--- src/rtl/wb_snoop_responder_pkg.sv ---
// Shared types and geometry constants for the dcache snoop responder.
// Latency: n/a (types and constants only).
// Backpressure: n/a.
package snoop_pkg;

  // Default geometry: 32-bit addresses, 32-byte lines, 512 direct-mapped sets.
  localparam int TAG_W  = 18;
  localparam int SET_W  = 9;
  localparam int WORD_W = 3;

  typedef enum logic [2:0] {
    ST_IDLE   = 3'd0,
    ST_REQ    = 3'd1,
    ST_LOOKUP = 3'd2,
    ST_INV    = 3'd3,
    ST_ACK    = 3'd4
  } state_t;

  // Tag width left over once set index and line offset are removed from an address.
  function automatic int tag_width(input int dw, input int set_w, input int block_w);
    return dw - set_w - block_w;
  endfunction

  // Word offset width within a line of 2**block_w bytes (32-bit words).
  function automatic int word_width(input int block_w);
    return block_w - 2;
  endfunction

endpackage

--- src/rtl/wb_snoop_responder_if.sv ---
// Snoop bus and dcache tag/data port bundle seen by the snoop responder.
// Latency: n/a (wires only).
// Backpressure: cache grant stalls the responder; responder drops on a full pending slot.
interface wb_snoop_responder_if
  import snoop_pkg::*;
#(
  parameter int DATA_WIDTH                = 32,
  parameter int OPTION_DCACHE_BLOCK_WIDTH = 5,
  parameter int OPTION_DCACHE_SET_WIDTH   = 9
);
  localparam int TW = tag_width(DATA_WIDTH, OPTION_DCACHE_SET_WIDTH, OPTION_DCACHE_BLOCK_WIDTH);
  localparam int WW = word_width(OPTION_DCACHE_BLOCK_WIDTH);

  logic [DATA_WIDTH-1:0]              snoop_adr_i;
  logic                               snoop_req_i;
  logic                               snoop_ack_o;
  logic                               snoop_hit_o;
  logic [DATA_WIDTH-1:0]              snoop_dat_o;
  logic                               overflow_o;
  logic                               cp_req_o;
  logic                               cp_gnt_i;
  logic [OPTION_DCACHE_SET_WIDTH-1:0] cp_set_o;
  logic [WW-1:0]                      cp_word_o;
  logic                               cp_we_o;
  logic [TW-1:0]                      cp_tag_i;
  logic                               cp_valid_i;
  logic [DATA_WIDTH-1:0]              cp_dat_i;

  // Responder side.
  modport slave (
    input  snoop_adr_i, snoop_req_i, cp_gnt_i, cp_tag_i, cp_valid_i, cp_dat_i,
    output snoop_ack_o, snoop_hit_o, snoop_dat_o, overflow_o,
    output cp_req_o, cp_set_o, cp_word_o, cp_we_o
  );

  // Arbiter and cache side.
  modport master (
    output snoop_adr_i, snoop_req_i, cp_gnt_i, cp_tag_i, cp_valid_i, cp_dat_i,
    input  snoop_ack_o, snoop_hit_o, snoop_dat_o, overflow_o,
    input  cp_req_o, cp_set_o, cp_word_o, cp_we_o
  );

endinterface

--- src/rtl/wb_snoop_responder.sv ---
// Looks up each snooped write address in the local dcache and invalidates the line on a hit.
// Latency: ack 3 cycles after the strobe on a miss, 4 on a hit, plus any cycles waiting for grant.
// Backpressure: one snoop in service plus one pending; a further strobe is dropped and flagged on overflow_o.
module wb_snoop_responder
  import snoop_pkg::*;
#(
  parameter int DATA_WIDTH                = 32,
  parameter int OPTION_DCACHE_BLOCK_WIDTH = 5,
  parameter int OPTION_DCACHE_SET_WIDTH   = 9
) (
  input logic                 wb_clk_i,
  input logic                 wb_rst_n_i,
  wb_snoop_responder_if.slave bus
);
  localparam int BW = OPTION_DCACHE_BLOCK_WIDTH;
  localparam int SW = OPTION_DCACHE_SET_WIDTH;

  state_t                state;
  logic [DATA_WIDTH-1:0] adr_q;
  logic [DATA_WIDTH-1:0] pend_adr;
  logic                  pend_vld;
  logic                  hit_q;
  logic [DATA_WIDTH-1:0] dat_q;

  logic                  ack_r;
  logic                  hit_r;
  logic [DATA_WIDTH-1:0] dat_r;
  logic                  ovf_r;
  logic                  req_r;
  logic                  we_r;

  logic                  lookup_hit;
  logic                  busy;
  logic                  unused_adr_bits;

  // Byte-offset bits never address the cache; fold them away explicitly.
  assign unused_adr_bits = ^adr_q[1:0];

  assign lookup_hit = bus.cp_valid_i && (bus.cp_tag_i == adr_q[DATA_WIDTH-1:SW+BW]);
  assign busy       = (state == ST_REQ) || (state == ST_LOOKUP) || (state == ST_INV);

  assign bus.cp_set_o    = adr_q[SW+BW-1:BW];
  assign bus.cp_word_o   = adr_q[BW-1:2];
  assign bus.cp_req_o    = req_r;
  assign bus.cp_we_o     = we_r;
  assign bus.snoop_ack_o = ack_r;
  assign bus.snoop_hit_o = hit_r;
  assign bus.snoop_dat_o = dat_r;
  assign bus.overflow_o  = ovf_r;

  // Snoop FSM, pending slot and registered outputs; outputs are set for the state being entered.
  always_ff @(posedge wb_clk_i or negedge wb_rst_n_i) begin
    if (!wb_rst_n_i) begin
      state    <= ST_IDLE;
      adr_q    <= '0;
      pend_adr <= '0;
      pend_vld <= 1'b0;
      hit_q    <= 1'b0;
      dat_q    <= '0;
      ack_r    <= 1'b0;
      hit_r    <= 1'b0;
      dat_r    <= '0;
      ovf_r    <= 1'b0;
      req_r    <= 1'b0;
      we_r     <= 1'b0;
    end else begin
      ack_r <= 1'b0;
      hit_r <= 1'b0;
      dat_r <= '0;
      ovf_r <= 1'b0;
      req_r <= 1'b0;
      we_r  <= 1'b0;

      // While a snoop is in flight, park one more strobe; anything beyond that is lost.
      if (bus.snoop_req_i && busy) begin
        if (!pend_vld) begin
          pend_vld <= 1'b1;
          pend_adr <= bus.snoop_adr_i;
        end else begin
          ovf_r <= 1'b1;
        end
      end

      case (state)
        ST_IDLE: begin
          if (bus.snoop_req_i) begin
            adr_q <= bus.snoop_adr_i;
            state <= ST_REQ;
            req_r <= 1'b1;
          end
        end
        ST_REQ: begin
          req_r <= 1'b1;
          if (bus.cp_gnt_i) begin
            state <= ST_LOOKUP;
          end
        end
        ST_LOOKUP: begin
          hit_q <= lookup_hit;
          dat_q <= bus.cp_dat_i;
          if (lookup_hit) begin
            state <= ST_INV;
            req_r <= 1'b1;
            we_r  <= 1'b1;
          end else begin
            state <= ST_ACK;
            ack_r <= 1'b1;
          end
        end
        ST_INV: begin
          state <= ST_ACK;
          ack_r <= 1'b1;
          hit_r <= hit_q;
          dat_r <= hit_q ? dat_q : '0;
        end
        ST_ACK: begin
          // The ack cycle frees the pending slot, so a strobe here is never dropped.
          if (pend_vld) begin
            adr_q    <= pend_adr;
            state    <= ST_REQ;
            req_r    <= 1'b1;
            pend_vld <= bus.snoop_req_i;
            if (bus.snoop_req_i) begin
              pend_adr <= bus.snoop_adr_i;
            end
          end else if (bus.snoop_req_i) begin
            adr_q <= bus.snoop_adr_i;
            state <= ST_REQ;
            req_r <= 1'b1;
          end else begin
            state <= ST_IDLE;
          end
        end
        default: begin
          state <= ST_IDLE;
        end
      endcase
    end
  end

endmodule

--- src/flat_wrapper.sv ---
// flat-port wrapper written by rule: the top's interface ports become plain ports
module wb_snoop_responder_flat import snoop_pkg::*;
#(
  parameter int DATA_WIDTH                = 32,
  parameter int OPTION_DCACHE_BLOCK_WIDTH = 5,
  parameter int OPTION_DCACHE_SET_WIDTH   = 9
)
  (wb_clk_i, wb_rst_n_i, bus_snoop_adr_i, bus_snoop_req_i, bus_cp_gnt_i, bus_cp_tag_i, bus_cp_valid_i, bus_cp_dat_i, bus_snoop_ack_o, bus_snoop_hit_o, bus_snoop_dat_o, bus_overflow_o, bus_cp_req_o, bus_cp_set_o, bus_cp_word_o, bus_cp_we_o);
  wb_snoop_responder_if #(.DATA_WIDTH(DATA_WIDTH), .OPTION_DCACHE_BLOCK_WIDTH(OPTION_DCACHE_BLOCK_WIDTH), .OPTION_DCACHE_SET_WIDTH(OPTION_DCACHE_SET_WIDTH)) bus_i ();
  input logic wb_clk_i;
  input logic wb_rst_n_i;
  input wire logic [$bits(bus_i.snoop_adr_i)-1:0] bus_snoop_adr_i;
  input wire logic [$bits(bus_i.snoop_req_i)-1:0] bus_snoop_req_i;
  input wire logic [$bits(bus_i.cp_gnt_i)-1:0] bus_cp_gnt_i;
  input wire logic [$bits(bus_i.cp_tag_i)-1:0] bus_cp_tag_i;
  input wire logic [$bits(bus_i.cp_valid_i)-1:0] bus_cp_valid_i;
  input wire logic [$bits(bus_i.cp_dat_i)-1:0] bus_cp_dat_i;
  output wire logic [$bits(bus_i.snoop_ack_o)-1:0] bus_snoop_ack_o;
  output wire logic [$bits(bus_i.snoop_hit_o)-1:0] bus_snoop_hit_o;
  output wire logic [$bits(bus_i.snoop_dat_o)-1:0] bus_snoop_dat_o;
  output wire logic [$bits(bus_i.overflow_o)-1:0] bus_overflow_o;
  output wire logic [$bits(bus_i.cp_req_o)-1:0] bus_cp_req_o;
  output wire logic [$bits(bus_i.cp_set_o)-1:0] bus_cp_set_o;
  output wire logic [$bits(bus_i.cp_word_o)-1:0] bus_cp_word_o;
  output wire logic [$bits(bus_i.cp_we_o)-1:0] bus_cp_we_o;
  assign bus_i.snoop_adr_i = bus_snoop_adr_i;
  assign bus_i.snoop_req_i = bus_snoop_req_i;
  assign bus_i.cp_gnt_i = bus_cp_gnt_i;
  assign bus_i.cp_tag_i = bus_cp_tag_i;
  assign bus_i.cp_valid_i = bus_cp_valid_i;
  assign bus_i.cp_dat_i = bus_cp_dat_i;
  assign bus_snoop_ack_o = bus_i.snoop_ack_o;
  assign bus_snoop_hit_o = bus_i.snoop_hit_o;
  assign bus_snoop_dat_o = bus_i.snoop_dat_o;
  assign bus_overflow_o = bus_i.overflow_o;
  assign bus_cp_req_o = bus_i.cp_req_o;
  assign bus_cp_set_o = bus_i.cp_set_o;
  assign bus_cp_word_o = bus_i.cp_word_o;
  assign bus_cp_we_o = bus_i.cp_we_o;
  wb_snoop_responder #(.DATA_WIDTH(DATA_WIDTH), .OPTION_DCACHE_BLOCK_WIDTH(OPTION_DCACHE_BLOCK_WIDTH), .OPTION_DCACHE_SET_WIDTH(OPTION_DCACHE_SET_WIDTH)) u_core (.wb_clk_i(wb_clk_i), .wb_rst_n_i(wb_rst_n_i), .bus(bus_i));
endmodule
--- config.mk ---
export PLATFORM = sky130hd
export DESIGN_NAME = wb_snoop_responder_flat
export DESIGN_NICKNAME = d
export VERILOG_FILES = /design/src/rtl/wb_snoop_responder_pkg.sv /design/src/rtl/wb_snoop_responder_if.sv /design/src/rtl/wb_snoop_responder.sv /design/src/flat_wrapper.sv
export SDC_FILE = /design/constraint.sdc
export NUM_CORES = 1
export LEC_CHECK = 0
export CORE_MARGIN = 8
export CORE_UTILIZATION = 42
export DETAILED_ROUTE_END_ITERATION = 7
export PLACE_DENSITY_LB_ADDON = 0.25
export SLEW_MARGIN = 20
export SYNTH_ARGS = -nofsm -noshare
export SYNTH_HDL_FRONTEND = slang
export SYNTH_SLANG_ARGS = --single-unit
--- constraint.sdc ---
create_clock -name wb_clk_i -period 4.2 [get_ports wb_clk_i]
set_input_delay 1.26 -clock wb_clk_i [delete_from_list [all_inputs] [get_ports wb_clk_i]]
set_output_delay 1.26 -clock wb_clk_i [all_outputs]
set_load 0.02 [all_outputs]
# Word level (Yosys, flattened, before mapping)
# Index checks and enable logic that the tools add are counted.
[op_classes] n_addsub=0 multipliers=0 n_div=0 magnitude_cmp=0 n_eq_ne=7 shifts=0 mux=29 bitwise_logic=0 n_reduce_logical=7
[op_table] cell="two-way mux 32 bit" n=9
[op_table] cell="case mux 32 bit (2 select lines)" n=1
[op_table] cell="equality test 18 bit" n=1
[op_table] cell="case mux 3 bit (5 select lines)" n=1
[op_table] cell="two-way mux 1 bit" n=12
[op_table] cell="two-way mux 3 bit" n=4
[op_table] cell="equality test 3 x 2 -> 1 bit (second input constant)" n=2
[op_table] cell="inequality test 2 bit (second input constant)" n=2
[op_table] cell="case mux 1 bit (4 select lines)" n=1
[op_table] cell="equality test 3 x 1 -> 1 bit (second input constant)" n=1
[op_table] cell="equality test 3 bit (second input constant)" n=1
[op_table] cell="logical NOT 3 bit" n=1
[op_table] cell="logical AND 1 bit" n=2
[op_table] cell="logical OR 1 bit" n=2
[op_table] cell="case mux 1 bit (2 select lines)" n=1
[op_table] cell="AND reduction 2 bit" n=1
[op_table] cell="nonzero test 2 bit" n=1
[totals] register_bits=138 latchBits=0 ramBits=0 mem_bits_ro=0 in_bits=87 out_inout_bits=49 word_cells=55 mem_count=0

# Logic depth before layout (Yosys ltp)
# Gate-level depths: netlist of the first run.
[logic_depth] word_depth=8 ltp_mapped=8 ltp_nobuf=5

# Least setup slack after synthesis of the first run
# OpenSTA, ideal clock, no wires.
[synth_timing] path_type="input-to-reg" start="in bus_cp_tag_i[11]" end="reg u_core.ack_r, in the netlist u_core.bus.snoop_ack_o" setup_time_ns=0.119 t_arrival_ns=2.219 required_ns=4.081 path_slack_ns=1.862 cell_stages=5 path_buffers=0 path_cell_list="nor2b_1 -> a2111o_1 -> nor3_1 -> nand3_1 -> o21a_1"
[synth_between] elab_chain_len=4
[synth_lines] item="start: declaration" line="flat_wrapper.sv:15" text="input wire logic [$bits(bus_i.cp_tag_i)-1:0] bus_cp_tag_i;"
[synth_lines] item="equality test 18 bit" line="wb_snoop_responder.sv:39" text="assign lookup_hit = bus.cp_valid_i && (bus.cp_tag_i == adr_q[DATA_WIDTH-1:SW+BW]);"
[synth_lines] item="logical AND 1 bit" line="wb_snoop_responder.sv:39"
[synth_lines] item="two-way mux 1 bit" line="wb_snoop_responder.sv:101" text="if (lookup_hit) begin"
[synth_lines] item="case mux 1 bit (2 select lines)" line="wb_snoop_responder.sv:84" text="case (state)"
[synth_lines] item="end signal: assignment" line="wb_snoop_responder.sv:60" text="ack_r <= 1'b0;"
[synth_lines] item="end signal: assignment" line="wb_snoop_responder.sv:107" text="ack_r <= 1'b1;"
[synth_lines] item="end signal: assignment" line="wb_snoop_responder.sv:112" text="ack_r <= 1'b1;"
[synth_lines] item="end: declaration" line="wb_snoop_responder.sv:25" text="logic ack_r;"
# Every way passes these cells.
# A chain may end at the register's enable or synchronous reset.

# Final worst setup path of the first run
[layout_timing] start="reg u_core.adr_q[7]" end="out bus_cp_set_o[2]"
[layout_lines] item="start: declaration" line="wb_snoop_responder.sv:19" text="logic [DATA_WIDTH-1:0] adr_q;"
[layout_lines] item="start signal: assignment" line="wb_snoop_responder.sv:87" text="adr_q <= bus.snoop_adr_i;"
[layout_lines] item="start signal: assignment" line="wb_snoop_responder.sv:119" text="adr_q <= pend_adr;"
[layout_lines] item="start signal: assignment" line="wb_snoop_responder.sv:127" text="adr_q <= bus.snoop_adr_i;"
[layout_lines] item="end: declaration" line="flat_wrapper.sv:23" text="output wire logic [$bits(bus_i.cp_set_o)-1:0] bus_cp_set_o;"
# No word-level cell between the ends.

==> run_results.csv, run 1 <==
group,metric,value,unit
sta,post-route-min-period,2.649,ns
worst_setup_path,slowest_delay,0.61,ns
detailed_routing,drtPass1Iterations,4,
detailed_routing,drtAntennaViolNets,0,
clock_tree,cts_max_level,4,
global_route,antenna_found_initial,0,
sta,fin_crit_sh,63.07,%
detailed_routing,route.detailed.drc,0,
logic_synthesis,synth_cell_types,35,
detailed_routing,drtIter0Drc,117,
power,ir_drop,0.0002950,V
logic_synthesis,synth.net_count,505,
global_route,overflow,0,
global_route,met3_usage,5.304,%
worst_setup_path,startpoint_type,"flop",
global_route,grt_pass1_wl,18820,um
clock_tree,cts_resized,0,
worst_setup_path,rr_startpoint,"u_core.state[0]",
finish,antenna_cells,0,
clock_tree,clkTransAtPathRegs,0.06,ns
global_route,grt_use_met2,23.80,%
flow_run,maxCapViolations,0,
detailed_routing,routedWlPerCell,16.04,um
die,start_util,43.34,%
detailed_routing,viasPerCell,4.721,
worst_setup_path,r2r_cells,5,
sta,grt_setup_unrepaired,"false",
placement,dpl.cell_count,692,
die,chipWidth,130.3,um
global_route,top_usage_layer,"met2",
clock_tree,clkSinkCount,134,
sta,setup_viol,0,
global_route,use_met1,16.76,%
worst_setup_path,required,2.94,ns
worst_setup_path,critical-path-slowest-cell,"clkdlybuf4s50_1",
detailed_routing,finalWirelength,11610,um
die,die_height,130.3,um
worst_setup_path,path_cells,"clkdlybuf4s50_1",
clock_tree,clock_path_buffers,2,
die,core,12670,um2
power,powerDensity,648.8,nW/um2
logic_synthesis,synth_warnings,0,
clock_tree,worstSkewPairLatency,0.42,ns
sta,setup_tns,0,ns
placement,port_buffers,133,
logic_synthesis,yosysSeqAreaShare,61.06,%
clock_tree,cts_hold_buf,0,
clock_tree,numCtsBuffers,17,
logic_synthesis,synthesis.area,5492,um2
placement,pre_cts_ws,1.118,ns
clock_tree,post-cts-setup-buffer-count,0,
finish,fin_nets,626,
placement,hpwl,8130,um
finish,drive_gt1_share,18.48,%
worst_setup_path,worstPathArrival,1.39,ns
worst_hold_path,holdPathEnd,"u_core.bus.snoop_dat_o[19]",
worst_setup_path,cp_max_fo,2,
status,outcome,"complete, no violations",
sta,slew_violations,0,
worst_setup_path,crit_type,"flop to primary output",
die,die-area,16990,um2
clock_tree,cts_tree,"built",
placement,gp_congestion,0.7526,
sta,fin_ws,1.551,ns
detailed_routing,num_vias,3418,
worst_setup_path,cp.buffers_inverters,1,
logic_synthesis,syn-instance-count,418,
global_route,grt_max_degree,75,
sta,worst_slew_pin_slew,0.9960,ns
clock_tree,root_buffer,"clkbuf_16",
worst_setup_path,cp-end-kind,"primary output",
logic_synthesis,synth_seq_cells,134,
finish,areaGrowthSynthToFinish,35.98,%
sta,hold_viol_final,0,
sta,slew_headroom,33.60,%
die,row_count,41,
worst_hold_path,whs_path_depth,1,
worst_hold_path,hold_path.startpoint,"u_core.dat_q[19]",
global_route,first_global_vias,3698,
die,io_pins,136,
power,power,4.845,mW
worst_hold_path,holdCritPathClass,"flop to flop",
worst_setup_path,cp_top_family,"buffers and inverters",
finish,final_cell_mix,"134 x dfrtp_1, 132 x clkdlybuf4s50_1, 56 x mux2_2",
power,p_leak,3.189,nW
global_route,grt_usage,14.54,%
finish,fin_cells,724,
finish,layout_commonest_cell,"dfrtp_1",
sta,fmax,0.3775,GHz
worst_setup_path,rrSetupSlack,1.65,ns
logic_synthesis,syn_area_per_cell,13.14,um2
worst_setup_path,r2r-end,"u_core.pend_adr[16]",
sta,finClkSkew,0.007911,ns
==> flip-flops by register name (all words and copies together) (netlist names), 3 cells and up <==
register	flops
u_core.adr_q	30
u_core.bus.snoop_dat_o	32
u_core.dat_q	32
u_core.pend_adr	30
u_core.state	3
==> metal layers <==
metal	wire [um]	up-vias
met5	0	-
met4	197	0
met3	730	16
met2	5784	90
met1	4899	1663
li1	-	1649
==> worst max path at each step <==
stage	from	to	slack, ns	depth (start not counted)
final	u_core.adr_q[7]	bus_cp_set_o[2]	1.55	1
after global placement	bus_snoop_req_i	u_core.adr_q[20]	1.18	5
after detailed placement	bus_snoop_req_i	u_core.adr_q[15]	1.12	5
after floorplan	bus_cp_tag_i[11]	u_core.bus.snoop_ack_o	1.86	5
after global routing	u_core.state[0]	u_core.pend_adr[16]	1.42	5
after CTS	u_core.adr_q[8]	bus_cp_set_o[3]	1.52	1
==> final cells by class <==
type / instances / area (um2)
repair buffers: 136 / 1388
well taps: 172 / 215.2
fillers: 1055 / 5204
inverters: 8 / 30.03
flip-flops and latches: 134 / 3353
clock inverters: 11 / 151.4
multi-input cells: 242 / 1879
clock buffers: 21 / 450.4
==> per-stage QoR <==
step | instance area [um2] | util [%] | hold slack [ns]
floorplan | 5492 | - | 0.4444
global placement | 6838 | 53.96 | 0.4514
detailed placement | 6865 | 54.18 | 0.4634
CTS | 7467 | 58.93 | 0.4764
global route | 7467 | 58.93 | 0.4896
finish | 7467 | 58.93 | 0.4699
==> cells in the mapped netlist (all sizes together) <==
library cell,n,area share [%]
a2111o,1,0.21
o221ai,1,0.16
clkbuf,8,0.55
nand3,2,0.18
nand2b,1,0.11
and4,1,0.16
a21oi,8,0.73
xor2,3,0.48
and2,33,3.8
a2111oi,1,0.27
nand3b,1,0.14
mux2i,27,4.9
and3,2,0.23
dfrtp,134,61
nor4,1,0.11
inv,8,0.55
nor2b,4,0.46
xnor2,10,1.6
nor3,3,0.27
o21a,2,0.27
buf,26,3.8
nand4,3,0.34
or2,1,0.11
mux2,62,13
o211ai,1,0.14
nor2,7,0.66
o22ai,1,0.11
o21ai,36,3.5
nand2,30,2.1
==> power by group <==
| group | total (mW) | switching, mW | internal (mW) |
|---|---|---|---|
| Sequential | 2.03 | 0.259 | 1.78 |
| Clock | 1.49 | 0.544 | 0.949 |
| Combinational | 1.32 | 0.575 | 0.742 |
==> cells by family after synthesis <==
logic type / count (synthesis) / synth area share (%)
flops: 134 / 61.06
mux: 89 / 18.05
simple gates: 89 / 8.590
compound gates: 51 / 5.377
buf+inv: 42 / 4.853
xor+xnor: 13 / 2.073
Power figures use the tool's default switching activity.
==> inputs of run 2 (changes only) <==
==> constraint.sdc (replaced) <==
create_clock -name wb_clk_i -period 2.4 [get_ports wb_clk_i]
set_input_delay 0.72 -clock wb_clk_i [delete_from_list [all_inputs] [get_ports wb_clk_i]]
set_output_delay 0.72 -clock wb_clk_i [all_outputs]
set_load 0.02 [all_outputs]
==> run 2 against run 1 <==
Clock-buffer cell count shrank 2. Setup slack lost 1.3 ns. Register-to-register slack lost 1.0 ns. Via count grew 0.29%. Combinational power grew 77%. Hold slack lost 0.25 ns.
==> run_results.csv, run 2 (synthesis gave the netlist of run 1 again) <==
group,metric,value,unit
die,io_pins,136,
worst_setup_path,cp.buffers_inverters,1,
sta,slew_violations,0,
power,power,8.493,mW
clock_tree,cts_tree,"built",
worst_setup_path,cp_max_fo,2,
clock_tree,cts_hold_buf,0,
worst_setup_path,required,1.68,ns
worst_setup_path,startpoint_type,"flop",
detailed_routing,drtIter0Drc,155,
clock_tree,cts_resized,0,
clock_tree,clock_path_buffers,2,
detailed_routing,routedWlPerCell,16.19,um
sta,post-route-min-period,2.112,ns
global_route,first_global_vias,3846,
detailed_routing,route.detailed.drc,0,
detailed_routing,drtAntennaViolNets,0,
detailed_routing,num_vias,3428,
sta,finClkSkew,0.005694,ns
worst_setup_path,cp-end-kind,"primary output",
sta,worst_slew_pin_slew,0.5452,ns
detailed_routing,finalWirelength,11790,um
finish,areaGrowthSynthToFinish,36.77,%
worst_setup_path,worstPathArrival,1.39,ns
finish,final_cell_mix,"134 x dfrtp_1, 132 x clkdlybuf4s50_1, 56 x mux2_2",
sta,fmax,0.4734,GHz
die,die-area,16990,um2
placement,gp_congestion,0.7628,
global_route,grt_max_degree,61,
worst_hold_path,holdCritPathClass,"input pin to asynchronous set/reset pin",
clock_tree,cts_max_level,4,
clock_tree,root_buffer,"clkbuf_16",
finish,fin_nets,630,
finish,drive_gt1_share,19.42,%
die,start_util,43.34,%
global_route,antenna_found_initial,0,
placement,hpwl,8341,um
finish,nFillCells,1054,
placement,dpl.cell_count,696,
finish,fin_cells,728,
power,powerDensity,1131,nW/um2
sta,hold_viol_final,0,
power,p_leak,3.225,nW
sta,grt_setup_unrepaired,"false",
global_route,grt_usage,14.82,%
worst_setup_path,slowest_delay,0.61,ns
detailed_routing,viasPerCell,4.709,
worst_setup_path,crit_type,"flop to primary output",
die,chipWidth,130.3,um
worst_setup_path,cp_top_family,"buffers and inverters",
detailed_routing,drtPass1Iterations,4,
die,row_count,41,
flow_run,maxCapViolations,0,
die,die_height,130.3,um
placement,port_buffers,133,
sta,slew_headroom,63.65,%
clock_tree,clkTransAtPathRegs,0.06,ns
global_route,overflow,0,
sta,fin_crit_sh,88.01,%
worst_setup_path,rrSetupSlack,0.62,ns
power,ir_drop,0.0004794,V
finish,layout_commonest_cell,"dfrtp_1",
status,outcome,"complete, no violations",
clock_tree,post-cts-setup-buffer-count,0,
die,core,12670,um2
sta,setup_viol,0,
finish,antenna_cells,0,
global_route,grt_pass1_wl,19220,um
worst_setup_path,critical-path-slowest-cell,"clkdlybuf4s50_1",
clock_tree,clkSinkCount,134,
clock_tree,worstSkewPairLatency,0.41,ns
clock_tree,numCtsBuffers,17,
sta,holdWs,0.2240,ns
worst_setup_path,path_cells,"clkdlybuf4s50_1",
## run 2: cell types whose count changed in the layout (fill, tap and decap cells not counted), sizes merged
| cell | previous run | this run |
|---|---|---|
| buf | 4 | 8 |
| clkbuf | 21 | 19 |
| clkinv | 4 | 6 |
| clkinvlp | 4 | 3 |
| inv | 8 | 9 |
## run 2: path summary, 6_finish.rpt
kind	start	cells past startpoint	to
min	wb_rst_n_i	1	u_core.pend_adr[18]
max reg2reg	u_core.state[0]	5	u_core.pend_adr[25]
min reg2reg	u_core.dat_q[9]	1	u_core.bus.snoop_dat_o[9]
max	u_core.adr_q[7]	1	bus_cp_set_o[2]
min in group wb_clk_i	u_core.dat_q[9]	1	u_core.bus.snoop_dat_o[9]
max in group asynchronous	wb_rst_n_i	2	u_core.pend_adr[31]
## run 2: through the flow
stage                     utilization [%]  instance area [um2]  TNS (ns)  setup slack, ns
after floorplan                         -                 5492         0           0.6020
after global placement              54.56                 6913         0          0.04280
after detailed placement            54.56                 6913  -0.01582        -0.006960
after CTS                           59.28                 7511         0           0.2616
after global routing                59.28                 7511         0           0.2260
final                               59.28                 7511         0           0.2878
## run 2: cell type report
class	instances	area (um2)	area share (%)
Clock buffer	19	442.9	5.897
Clock inverter	13	155.1	2.066
Inverter	8	30.03	0.3998
Multi-Input combinational cell	242	1879	25.02
Sequential cell	134	3353	44.64
Tap cell	172	215.2	2.865
Timing Repair Buffer	140	1435	19.11
## run 2: layer usage
layer  share of wire (%)  track usage (%)  routed length, um
met2                  51            24.95               6003
met3                 6.6            4.692                775
met4                 1.2            6.887                146
met1                  41            16.90               4863
met5                   0                0                  0
## run 2: where the power goes
part	leakage (nW)	total, mW	switching (mW)	internal (mW)
logic	1.26	2.33	1.01	1.32
registers	1.68	3.58	0.471	3.11
clock network	0.289	2.58	0.928	1.65
==> inputs of run 3 (changes only) <==
--- a/config.mk
+++ b/config.mk
@@ -8,6 +8,7 @@
 export CORE_MARGIN = 8
 export CORE_UTILIZATION = 42
 export DETAILED_ROUTE_END_ITERATION = 7
+export GPL_TIMING_DRIVEN = 0
 export PLACE_DENSITY_LB_ADDON = 0.25
 export SLEW_MARGIN = 20
 export SYNTH_ARGS = -nofsm -noshare
==> run 3 against run 2 <==
Register-to-register slack gained 0.07 ns. Sequential power shrank 1%. Combinational power grew 11%. Critical path type unchanged. Critical endpoint is now bus_cp_set_o[1]. Largest cell class unchanged. Largest power group unchanged. Highest routed layer unchanged.
==> run_results.csv, run 3 (synthesis gave the netlist of run 1 again) <==
group,metric,value,unit
sta,slew_violations,0,
placement,dpl.cell_count,724,
placement,place_area,7071,um2
worst_setup_path,rr_startpoint,"u_core.state[0]",
clock_tree,cts_max_level,4,
sta,grt_setup_unrepaired,"false",
clock_tree,post-cts-setup-buffer-count,0,
finish,stdcell_area,7642,um2
global_route,grt_pass1_wl,19550,um
power,p_leak,3.324,nW
placement,hpwl,8843,um
placement,gp_congestion,0.7862,
clock_tree,cts_tree,"built",
finish,areaGrowthSynthToFinish,39.17,%
global_route,first_global_vias,3907,
power,powerDensity,1128,nW/um2
worst_setup_path,required,1.68,ns
clock_tree,root_buffer,"clkbuf_16",
finish,final_cell_mix,"134 x dfrtp_1, 132 x clkdlybuf4s50_1, 56 x mux2_2",
detailed_routing,num_vias,3556,
clock_tree,clkSinkCount,134,
worst_setup_path,rrSetupSlack,0.69,ns
placement,port_buffers,133,
finish,drive_gt1_share,20.86,%
worst_setup_path,cp_max_fo,2,
die,row_count,41,
die,die_height,130.3,um
clock_tree,clock_path_buffers,2,
sta,setup_tns,0,ns
global_route,grt_max_degree,84,
status,outcome,"complete, no violations",
worst_setup_path,cp-end-kind,"primary output",
die,start_util,43.34,%
detailed_routing,highest-signal-layer,"met4",
sta,setup_viol,0,
detailed_routing,wl_met2,5933,um
detailed_routing,routedWlPerCell,16.06,um
sta,worst_slew_pin_slew,0.5421,ns
global_route,antenna_found_initial,0,
clock_tree,numCtsBuffers,17,
clock_tree,worstSkewPairLatency,0.40,ns
sta,holdWs,0.2165,ns
worst_setup_path,path_cells,"buf_4 > clkdlybuf4s50_1",
flow_run,maxCapViolations,0,
worst_setup_path,worstPathArrival,1.46,ns
clock_tree,clkTransAtPathRegs,0.05,ns
worst_setup_path,cp.buffers_inverters,2,
sta,hold_viol_final,0,
sta,fin_crit_sh,91.00,%
finish,fin_cells,752,
die,io_pins,136,
power,power,8.618,mW
detailed_routing,route.met3.wl,622,um
sta,finClkSkew,0.005675,ns
die,die-area,16990,um2
global_route,grt_usage,15.06,%
worst_setup_path,slowest_delay,0.61,ns
die,chipWidth,130.3,um
worst_setup_path,r2r_cells,7,
detailed_routing,drt-met1-wl,5339,um
worst_setup_path,cp_top_family,"buffers and inverters",
detailed_routing,drtAntennaViolNets,0,
detailed_routing,viasPerCell,4.729,
sta,slew_headroom,63.86,%
worst_setup_path,r2r-end,"u_core.pend_adr[4]",
detailed_routing,drtIter0Drc,134,
die,core,12670,um2
sta,fmax,0.4579,GHz
detailed_routing,finalWirelength,12080,um
global_route,overflow,0,
worst_setup_path,critical-path-slowest-cell,"clkdlybuf4s50_1",
detailed_routing,drtPass1Iterations,4,
finish,fin_nets,658,
clock_tree,cts_hold_buf,0,
finish,layout_commonest_cell,"dfrtp_1",
worst_hold_path,holdCritPathClass,"input pin to asynchronous set/reset pin",
finish,antenna_cells,0,
worst_setup_path,startpoint_type,"flop",
power,ir_drop,0.0004970,V
clock_tree,cts_resized,0,
worst_setup_path,crit_type,"flop to primary output",
sta,post-route-min-period,2.184,ns
detailed_routing,route.detailed.drc,0,
==> run 3: cell count changes in the layout (fill, tap and decap cells not counted), moves of 3 or more <==
cell,change
buf_4,+15
buf_2,+3
buf_6,+4
clkinv_2,-3
clkbuf_8,+4
clkbuf_1,+9
buf_12,-4
clkinvlp_4,-3
==> run 3: per-stage QoR <==
stage,utilization (%),setup WS (ns)
floorplan,-,0.6020
global placement,55.54,-4.531
detailed placement,55.80,-0.01336
CTS,60.31,0.1759
global route,60.31,0.1548
finish,60.31,0.2161
==> run 3: cell type report <==
cell class	count	area [um2]
Buffer	34	236.5
Clock buffer	24	501.7
Fill cell	1076	5029
Clock inverter	4	70.07
Sequential cell	134	3353
Timing Repair Buffer	134	1364
Tap cell	172	215.2
Inverter	8	30.03
Multi-Input combinational cell	242	1872
==> run 3: worst reg2reg max path, cell delays in order (launching register included) <==
cell and delay [ns]:
dfrtp_1 0.33, buf_6 0.14, nor2_4 0.05, and3_1 0.19
buf_6 0.13, o21ai_4 0.20, buf_6 0.19, mux2_2 0.36
==> run 3: worst max-delay path by stage <==
stage	start	end	slack, ns	cells past startpoint
global placement	wb_rst_n_i	u_core.bus.snoop_dat_o[17]	-4.53	1
detailed placement	bus_snoop_req_i	u_core.adr_q[4]	-0.01	6
floorplan	bus_cp_tag_i[11]	u_core.bus.snoop_ack_o	0.60	5
global route	u_core.adr_q[6]	bus_cp_set_o[1]	0.15	2
finish	u_core.adr_q[6]	bus_cp_set_o[1]	0.22	2
CTS	u_core.adr_q[6]	bus_cp_set_o[1]	0.18	2
==> run 3: report_power, final <==
group | internal, mW | switching [mW] | total (mW)
Clock | 1.64 | 0.855 | 2.50
Sequential | 3.11 | 0.422 | 3.53
Combinational | 1.48 | 1.11 | 2.59
Total | 6.23 | 2.39 | 8.62
==> run 3: per-layer routing <==
metal | vias up | global-route usage [%]
met1 | 1746 | 18.73
li1 | 1713 | -
met5 | - | 0
met3 | 15 | 3.998
met4 | 0 | 6.280
met2 | 82 | 24.44
